File: src/rtl/chaos_keystream_ctrl.sv
// chaos_keystream_ctrl: seeds and warms up a stepped chaotic map core,
// then serializes each {w,z,y,x} iterate onto a valid/ready keystream.
module chaos_keystream_ctrl #(
    parameter int W        = 32,
    parameter int CORE_LAT = 1,
    parameter int CNT_W    = 16
) (
    input  logic             clk,
    input  logic             rst_n,
    input  logic             ap_start,
    output logic             ap_ready,
    output logic             ap_done,
    input  logic             abort,
    input  logic [4*W-1:0]   key_in,
    input  logic [CNT_W-1:0] warmup_n,
    input  logic [CNT_W-1:0] word_n,
    output logic             core_load,
    output logic [4*W-1:0]   core_seed,
    output logic             core_step,
    input  logic [4*W-1:0]   core_state,
    output logic [W-1:0]     ks_data,
    output logic             ks_valid,
    input  logic             ks_ready,
    output logic             ks_last
);

    typedef enum logic [2:0] {
        S_IDLE, S_LOAD, S_WSTEP, S_WWAIT,
        S_STEP, S_WAIT, S_EMIT, S_DONE
    } state_t;

    localparam int LW = (CORE_LAT > 1) ? $clog2(CORE_LAT) : 1;
    localparam logic [LW-1:0]    LAT_LAST = LW'(CORE_LAT - 1);
    localparam logic [CNT_W-1:0] ONE      = CNT_W'(1);
    localparam logic [CNT_W-1:0] TWO      = CNT_W'(2);

    state_t           state;
    state_t           warm_nxt;
    logic [CNT_W-1:0] wcnt;
    logic [CNT_W-1:0] rem;
    logic [CNT_W-1:0] wnext;
    logic [LW-1:0]    lat;
    logic [1:0]       lane;
    logic [W-1:0]     buf_q [4];
    logic             lat_done;

    assign lat_done = (lat == LAT_LAST);

    // Where to go once a seed load or a warm-up iterate has completed
    always_comb begin
        wnext = wcnt;
        if (state == S_WWAIT) wnext = wcnt - ONE;
        warm_nxt = S_DONE;
        if (wnext != '0)
            warm_nxt = S_WSTEP;
        else if (rem != '0)
            warm_nxt = S_STEP;
    end

    // Sequencer FSM; every output is a register set on entry to its state
    always_ff @(posedge clk or negedge rst_n) begin
        if (!rst_n) begin
            state     <= S_IDLE;
            ap_ready  <= 1'b1;
            ap_done   <= 1'b0;
            core_load <= 1'b0;
            core_step <= 1'b0;
            core_seed <= '0;
            ks_valid  <= 1'b0;
            ks_last   <= 1'b0;
            ks_data   <= '0;
            wcnt      <= '0;
            rem       <= '0;
            lat       <= '0;
            lane      <= '0;
            for (int i = 0; i < 4; i++) buf_q[i] <= '0;
        end else begin
            ap_done   <= 1'b0;
            core_load <= 1'b0;
            core_step <= 1'b0;
            if (abort && state != S_IDLE) begin
                state    <= S_IDLE;
                ap_ready <= 1'b1;
                ks_valid <= 1'b0;
                ks_last  <= 1'b0;
            end else begin
                unique case (state)
                    S_IDLE: begin
                        if (ap_start && !abort) begin
                            core_seed <= key_in;
                            wcnt      <= warmup_n;
                            rem       <= word_n;
                            core_load <= 1'b1;
                            ap_ready  <= 1'b0;
                            state     <= S_LOAD;
                        end
                    end
                    S_LOAD: begin
                        state     <= warm_nxt;
                        core_step <= (warm_nxt != S_DONE);
                        ap_done   <= (warm_nxt == S_DONE);
                    end
                    S_WSTEP: begin
                        lat   <= '0;
                        state <= S_WWAIT;
                    end
                    S_WWAIT: begin
                        if (lat_done) begin
                            wcnt      <= wnext;
                            state     <= warm_nxt;
                            core_step <= (warm_nxt != S_DONE);
                            ap_done   <= (warm_nxt == S_DONE);
                        end else begin
                            lat <= lat + LW'(1);
                        end
                    end
                    S_STEP: begin
                        lat   <= '0;
                        state <= S_WAIT;
                    end
                    S_WAIT: begin
                        if (lat_done) begin
                            for (int i = 0; i < 4; i++)
                                buf_q[i] <= core_state[i*W +: W];
                            lane     <= '0;
                            ks_data  <= core_state[W-1:0];
                            ks_last  <= (rem == ONE);
                            ks_valid <= 1'b1;
                            state    <= S_EMIT;
                        end else begin
                            lat <= lat + LW'(1);
                        end
                    end
                    S_EMIT: begin
                        if (ks_ready) begin
                            rem  <= rem - ONE;
                            lane <= lane + 2'd1;
                            if (rem == ONE) begin
                                ks_valid <= 1'b0;
                                ks_last  <= 1'b0;
                                ap_done  <= 1'b1;
                                state    <= S_DONE;
                            end else if (lane == 2'd3) begin
                                ks_valid  <= 1'b0;
                                ks_last   <= 1'b0;
                                core_step <= 1'b1;
                                state     <= S_STEP;
                            end else begin
                                ks_data <= buf_q[lane + 2'd1];
                                ks_last <= (rem == TWO);
                            end
                        end
                    end
                    S_DONE: begin
                        ap_ready <= 1'b1;
                        state    <= S_IDLE;
                    end
                    default: state <= S_IDLE;
                endcase
            end
        end
    end

endmodule
File: config.mk
export PLATFORM = sky130hd
export DESIGN_NAME = chaos_keystream_ctrl
export DESIGN_NICKNAME = d
export VERILOG_FILES = /design/src/rtl/chaos_keystream_ctrl.sv
export SDC_FILE = /design/constraint.sdc
export NUM_CORES = 1
export LEC_CHECK = 0
export CORE_UTILIZATION = 42
export DETAILED_ROUTE_END_ITERATION = 8
export PLACE_DENSITY = 0.82
export SYNTH_ARGS = -nofsm -noshare
export SYNTH_HDL_FRONTEND = slang
export SYNTH_SLANG_ARGS = --single-unit
File: constraint.sdc
create_clock -name clk -period 2.75 [get_ports clk]
set_clock_uncertainty 0.05 [all_clocks]
set_input_delay 0.55 -clock clk [delete_from_list [all_inputs] [get_ports clk]]
set_output_delay 0.55 -clock clk [all_outputs]
set_load 0.01 [all_outputs]
==> results of run 1 <==
[routing by layer]
layer	vias to the layer above	wire (µm)	GRT usage, %
li1	5544	-	-
met1	5934	17840	31.80
met2	415	22160	41.77
met3	105	2647	4.623
met4	2	1640	9.568
met5	-	17	0
[logic make-up after synthesis]
| kind of cell | Yosys count |
|---|---|
| muxes | 193 |
| buffers and inverters | 91 |
| DFF | 331 |
| AOI/OAI and AO/OA | 162 |
| and+or+nand+nor | 567 |
| adders and majority gates | 5 |
| xor gates and xnor gates | 1 |
[power by group through the flow]
stage | clock, W | sequential [W] | combinational [W]
after floorplan | 0 | 0.00618 | 0.000950
after global placement | 0 | 0.00600 | 0.00300
after detailed placement | 0 | 0.00603 | 0.00306
after CTS | 0.00524 | 0.00596 | 0.00311
after global routing | 0.00544 | 0.00605 | 0.00337
final | 0.00513 | 0.00597 | 0.00313
[synthesized netlist by cell type, drive strengths merged, types with 2 or more instances]
master   instances
nand2          448
dfrtp          330
mux2           129
clkbuf          70
o21ai           68
nor2            40
a21oi           39
mux2i           32
mux4            32
nor3            15
buf             10
inv             10
or3             10
nand3            9
nor4             9
or2              8
nand2b           7
o22ai            7
a22oi            6
o2bb2ai          6
ha               5
o211ai           5
o22a             5
o31ai            5
nand4            4
o21a             4
a21o             3
a31oi            3
nand3b           3
or4              3
and3             2
and3b            2
nand4b           2
nor3b            2
[through the flow]
stage	setup WS [ns]	TNS [ns]
global route	-0.05546	-0.1154
detailed placement	0.0006284	0
finish	0.004610	0
global placement	0.09955	0
CTS	0.02460	0
floorplan	0.03734	0
[how the worst max path moves through the flow]
stage / startpoint / endpoint / depth (start not counted)
3_3_place_gp: wcnt[0]$_DFFE_PN0P_ / ap_done$_DFF_PN0_ / 8
6_report: wcnt[1]$_DFFE_PN0P_ / state[0]$_DFFE_PN0P_ / 8
5_1_grt: wcnt[1]$_DFFE_PN0P_ / state[0]$_DFFE_PN0P_ / 8
3_5_place_dp: wcnt[0]$_DFFE_PN0P_ / state[0]$_DFFE_PN0P_ / 8
2_1_floorplan: wcnt[0]$_DFFE_PN0P_ / ap_done$_DFF_PN0_ / 8
4_1_cts: wcnt[0]$_DFFE_PN0P_ / state[0]$_DFFE_PN0P_ / 8
[state kept, by name, summed over array words and instances, names as in the netlist]
signal     count
core_load      1
rem           16
core_seed    128
state          3
ap_ready       1
ap_done        1
lane           2
ks_last        1
wcnt          16
ks_valid       1
ks_data       32
buf_q        128
core_step      1
[cell type report]
| cell class | count | area share, % |
|---|---|---|
| clock inverter | 11 | 0.7646 |
| inverter | 11 | 0.2000 |
| tap | 448 | 2.635 |
| timing repair buffer | 512 | 24.37 |
| multi-input combinational | 928 | 27.92 |
| sequential | 331 | 38.95 |
| antenna | 2 | 0.02353 |
| clock buffer | 54 | 5.134 |
[worst min-delay path, delay by kind of cell, from the launching register on]
family        cells  cell delay [ns]
flops             1             0.34
simple gates      2             0.10
[what timing repair did]
action | in CTS | in global routing
setup endpoints to repair | 2 | 4
hold buffers | 1 | 0
pin swaps | 2 | 9
buffers inserted | 1 | 3
resized for setup | 2 | 5
hold endpoints to repair | 40 | 0
==> run_results.csv, run 1 <==
group,metric,value,unit
outcome,status,"finished, final reports clean",
sta,finalHoldViolCount,0,
synthesis,yosysTopAreaCell,"dfrtp_1",
setup_path,crit_buf_inv,1,
min_path,hold_end,"core_seed[88]$_DFFE_PN0P_",
power_and_ir_drop,power_frac_seq,41.9,%
floorplanning,die_x,187.8,µm
global_route,grt_pass1_wl,68810,µm
min_path,hp-class,"reg -> reg",
clock_network,h-tree-depth,2,
min_path,worstHoldPathCells,2,
placement,hpwl,31130,µm
detailed_routing,wl,44310,µm
setup_path,crit_family,"simple AND/OR/NAND/NOR gates",
sta,whs,0.4221,ns
synthesis,syn_inst,1350,
setup_path,regToRegSetupSlack,0.005,ns
setup_path,crit_path_top_delay_cell,"or4_4",
synthesis,synth_edf_count,0,
power_and_ir_drop,p_switching,0.003882,W
clock_network,insertion_delay,0.52,ns
sta,period_minus_slack,2.745,ns
detailed_routing,dr.pass1.iters,5,
sta,clock.fmax,364.2,MHz
global_route,grt_antenna_before_repair,3,
floorplanning,ios,459,
floorplanning,die_area,35280,µm²
placement,place_congestion,0.9274,
layout,ff_latch_area,8285,µm²
setup_path,worstPathCellList,"inv_1 -> ha_2 -> or4b_4 -> or3_4 -> o31ai_2 -> nand4_1 -> or4_4 -> a21oi_2",
sta,setup_viol,0,
placement,portBuffers,458,
power_and_ir_drop,p_per_area,669.1,nW/µm²
setup_path,ff2ff_path_depth,8,
placement,numPlacedInstances,2225,
clock_network,cts_buffers,38,
setup_path,cp_max_fo,4,
synthesis,ys_types,58,
detailed_routing,ant_nets,0,
sta,drv_slew,0,
clock_network,cts_buffer_depth,3,
sta,min_period_over_period,99.83,%
floorplanning,initial_core_util,42.93,%
clock_network,cts_tree,"built",
layout,final_cell_mix,"clkdlybuf4s50_1 (457), nand2_1 (448), dfrtp_1 (329)",
detailed_routing,via_per_inst,5.224,
layout,final_cells,2297,
power_and_ir_drop,max-vdd-ir-drop,0.4660,mV
synthesis,synth-seq-cells,331,
layout,mostFrequentLayoutCell,"clkdlybuf4s50_1",
min_path,min_from,"core_seed[88]$_DFFE_PN0P_",
power_and_ir_drop,combPwrFrac,22.0,%
detailed_routing,vias,12000,
power_and_ir_drop,power,0.01423,W
synthesis,synth_top_family_by_area,"multiplexers",
power_and_ir_drop,p_clk_share,36.0,%
global_route,grt_max_degree,129,
global_route,grt_pass1_vias,12440,
synthesis,ys_warn_count,0,
detailed_routing,drcViolationCount,0,
layout,nets,2120,
setup_path,worstSetupPathType,"reg -> reg",
synthesis,seq_area_frac_synth,57.12,%
synthesis,synth.avg_cell_area,10.74,µm²
detailed_routing,wl_per_cell,19.29,µm
clock_network,root_buffer,"clkbuf_16",
placement,place_area,19940,µm²
setup_path,required,3.14,ns
setup_path,crit_arrival,3.14,ns
synthesis,synthXorXnorAreaFrac,0.06039,%
setup_path,crit_path_end_kind,"flip-flop",
power_and_ir_drop,sw_frac_of_total,27.27,%
setup_path,worstReg2RegEnd,"state[0]$_DFFE_PN0P_",
layout,stdcell_area,21270,µm²
sta,worst_pin_slew,0.7254,ns
detailed_routing,drt_iter0_markers,766,
global_route,gr-usage-all-layers,24.83,%
clock_network,cts.sinks,331,
setup_path,crit_path_max_incr_delay,0.57,ns
setup_path,timing.rr.start,"wcnt[1]$_DFFE_PN0P_",
floorplanning,core_area,33780,µm²
synthesis,synthSimpleGateAreaFrac,16.13,%
synthesis,synthAdderAreaFrac,0.4313,%
layout,n_fill_cell,2579,
sta,maxSlewHeadroom,51.64,%
synthesis,synth_fp_nets,1648,
synthesis,synth_area,14500,µm²
layout,final_util,62.97,%
sta,rsz0062_at_grt,"yes",
layout,syn_to_final_growth,46.68,%
setup_path,cp-start-kind,"flip-flop",
power_and_ir_drop,power.internal,0.01035,W
layout,drive_gt1_share,16.13,%
synthesis,yosysTopAreaCellShare,56.94,%
run,maxCapViolations,0,
synthesis,async_flop_share,100.0,%
global_route,gr-total-overflow,0,
clock_network,clk_pin_slew,0.06,ns
synthesis,synth-compound-area-share,6.686,%
synthesis,muxShareOfSynthArea,17.19,%
floorplanning,fp-row-count,67,
layout,multiInputGateArea,5941,µm²
synthesis,synth_area_leaders,"dfrtp_1 (57%), nand2_1 (12%), mux2_2 (10%)",
floorplanning,die_y,187.8,µm
power_and_ir_drop,power_leakage,9.675,nW
synthesis,synth_flop_cell,"dfrtp_1",
(Power assumes the default switching activity.)
==> inputs of run 2 (changes only) <==
CAP_MARGIN = 40   (was unset)
==> results of run 2 <==
Final layout, timing and power as in run 1 (identical DEF).
==> inputs of run 3 (changes only) <==
CORE_UTILIZATION = 25   (was 42)
PLACE_DENSITY = 0.56   (was 0.82)
==> run 3 against run 2 <==
Compared with the run above: flip-flop and latch count unchanged; register-to-register slack about the same; largest cell class unchanged; highest routed layer unchanged; first-iteration DRC count down 14%; critical path depth unchanged; worst setup slack better by 0.0048 ns; sequential share of layout area down 0.97 points; sequential power about the same.
==> run_results.csv, run 3 (synthesis gave the netlist of run 1 again) <==
group,metric,value,unit
power_and_ir_drop,sw_frac_of_total,27.52,%
setup_path,timing.rr.start,"wcnt[0]$_DFFE_PN0P_",
power_and_ir_drop,power.internal,0.01065,W
power_and_ir_drop,max-vdd-ir-drop,0.4563,mV
sta,worst_pin_slew,0.6300,ns
power_and_ir_drop,combPwrFrac,21.1,%
layout,final_cells,2612,
setup_path,cp-start-kind,"flip-flop",
sta,clock.fmax,364.9,MHz
setup_path,crit_buf_inv,1,
placement,dp_slack,0.04929,ns
min_path,worstHoldPathCells,2,
setup_path,cp_max_fo,4,
floorplanning,ios,459,
sta,maxSlewHeadroom,58.00,%
placement,place_congestion,0.8731,
floorplanning,die_area,58980,µm²
setup_path,worstReg2RegEnd,"ap_done$_DFF_PN0_",
detailed_routing,dr.pass1.iters,5,
layout,final_cell_mix,"clkdlybuf4s50_1 (457), nand2_1 (448), dfrtp_1 (329)",
layout,mostFrequentLayoutCell,"clkdlybuf4s50_1",
setup_path,crit_path_max_incr_delay,0.56,ns
outcome,status,"finished, final reports clean",
sta,period_minus_slack,2.741,ns
setup_path,crit_arrival,3.17,ns
sta,drv_slew,0,
detailed_routing,vias,11630,
sta,fin_ws,0.009449,ns
layout,syn_to_final_growth,50.44,%
min_path,hp-class,"reg -> reg",
run,maxCapViolations,0,
setup_path,required,3.18,ns
clock_network,insertion_delay,0.56,ns
layout,top_regs,"buf_q: 128 flops, core_seed: 128 flops, ks_data: 32 flops",
global_route,grt_antenna_before_repair,5,
floorplanning,fp-row-count,87,
sta,rsz0062_at_grt,"yes",
layout,final_util,38.40,%
setup_path,ff2ff_path_depth,8,
power_and_ir_drop,p_per_area,673.3,nW/µm²
setup_path,worstSetupPathType,"reg -> reg",
clock_network,h-tree-depth,2,
power_and_ir_drop,power_leakage,9.740,nW
setup_path,worstPathCellList,"inv_2 -> ha_4 -> or4b_4 -> or3_4 -> o31ai_2 -> nand4_1 -> or4_4 -> a21oi_2",
detailed_routing,wl_per_cell,18.19,µm
clock_network,cts_buffer_depth,3,
sta,min_period_over_period,99.66,%
placement,hpwl,33800,µm
sta,finalHoldViolCount,0,
floorplanning,initial_core_util,25.53,%
global_route,grt_pass1_vias,12140,
clock_network,cts.sinks,331,
setup_path,crit_path_top_delay_cell,"or4_4",
global_route,gr-usage-all-layers,16.05,%
setup_path,regToRegSetupSlack,0.009,ns
placement,portBuffers,458,
clock_network,root_buffer,"clkbuf_16",
detailed_routing,drt_iter0_markers,658,
setup_path,crit_path_end_kind,"flip-flop",
sta,setup_viol,0,
layout,nets,2121,
min_path,hold_end,"core_seed[125]$_DFFE_PN0P_",
clock_network,cts_buffers,42,
min_path,min_from,"core_seed[125]$_DFFE_PN0P_",
detailed_routing,wl,47500,µm
detailed_routing,via_per_inst,4.451,
sta,whs,0.4185,ns
global_route,gr-total-overflow,0,
power_and_ir_drop,p_switching,0.004044,W
floorplanning,core_area,56820,µm²
power_and_ir_drop,power_frac_seq,40.6,%
setup_path,crit_family,"simple AND/OR/NAND/NOR gates",
clock_network,clk_pin_slew,0.05,ns
global_route,grt_max_degree,129,
floorplanning,die_x,242.9,µm
power_and_ir_drop,power,0.01469,W
global_route,grt_pass1_wl,73460,µm
layout,drive_gt1_share,16.68,%
power_and_ir_drop,p_clk_share,38.3,%
floorplanning,die_y,242.9,µm
detailed_routing,drcViolationCount,0,
detailed_routing,ant_nets,0,
clock_network,cts_tree,"built",
placement,numPlacedInstances,2533,
-- run 3: power by group through the flow --
| stage | registers [W] | logic [W] | clock network, W |
|---|---|---|---|
| detailed placement | 0.00604 | 0.00309 | 0 |
| floorplan | 0.00618 | 0.000950 | 0 |
| global route | 0.00606 | 0.00336 | 0.00603 |
| finish | 0.00597 | 0.00310 | 0.00562 |
| CTS | 0.00597 | 0.00310 | 0.00583 |
| global placement | 0.00601 | 0.00305 | 0 |
-- run 3: how the worst max path moves through the flow --
stage               depth (start not counted)              endpoint                 from
floorplan                                   8     ap_done$_DFF_PN0_  wcnt[0]$_DFFE_PN0P_
detailed placement                          8     ap_done$_DFF_PN0_  wcnt[0]$_DFFE_PN0P_
CTS                                         8     ap_done$_DFF_PN0_  wcnt[0]$_DFFE_PN0P_
finish                                      8     ap_done$_DFF_PN0_  wcnt[0]$_DFFE_PN0P_
global placement                            8  state[0]$_DFFE_PN0P_  wcnt[0]$_DFFE_PN0P_
global route                                9  state[2]$_DFFE_PN0P_  wcnt[0]$_DFFE_PN0P_
-- run 3: layout make-up --
| class | instances | area, µm² |
|---|---|---|
| antenna | 3 | 7.507 |
| clock buffer | 60 | 1249 |
| clock inverter | 14 | 166.4 |
| fill | 5568 | 35000 |
| inverter | 11 | 42.54 |
| multi-input combinational | 928 | 5948 |
| sequential | 331 | 8285 |
| tap | 756 | 945.9 |
| timing repair buffer | 509 | 5175 |
-- run 3: timing repair --
item	4_1_cts	5_1_grt
setup endpoints to repair	0	3
endpoints found under the hold margin	50	0
resized for setup	0	8
setup buffers	0	1
hold buffers	1	0
-- run 3: stage by stage --
step           instance area, µm²  TNS (ns)
2_1_floorplan               14500         0
3_3_place_gp                20340         0
3_5_place_dp                20340         0
4_1_cts                     21770         0
5_1_grt                     21820   -0.1800
6_report                    21820         0
-- run 3: metal layers --
layer | vias to the layer above | track usage (%) | share of wire [%]
met5 | - | 0 | 0.051
met4 | 4 | 5.901 | 2.7
met3 | 75 | 3.494 | 5.1
met2 | 250 | 27.80 | 52
met1 | 5740 | 19.45 | 41
li1 | 5557 | - | -
-- run 3: worst register-to-register path: stages, from the launching register on --
cell     delay [ns]
dfrtp_1        0.40
inv_2          0.08
ha_4           0.13
or4b_4         0.45
or3_4          0.42
o31ai_2        0.27
nand4_1        0.16
or4_4          0.56
a21oi_2        0.14
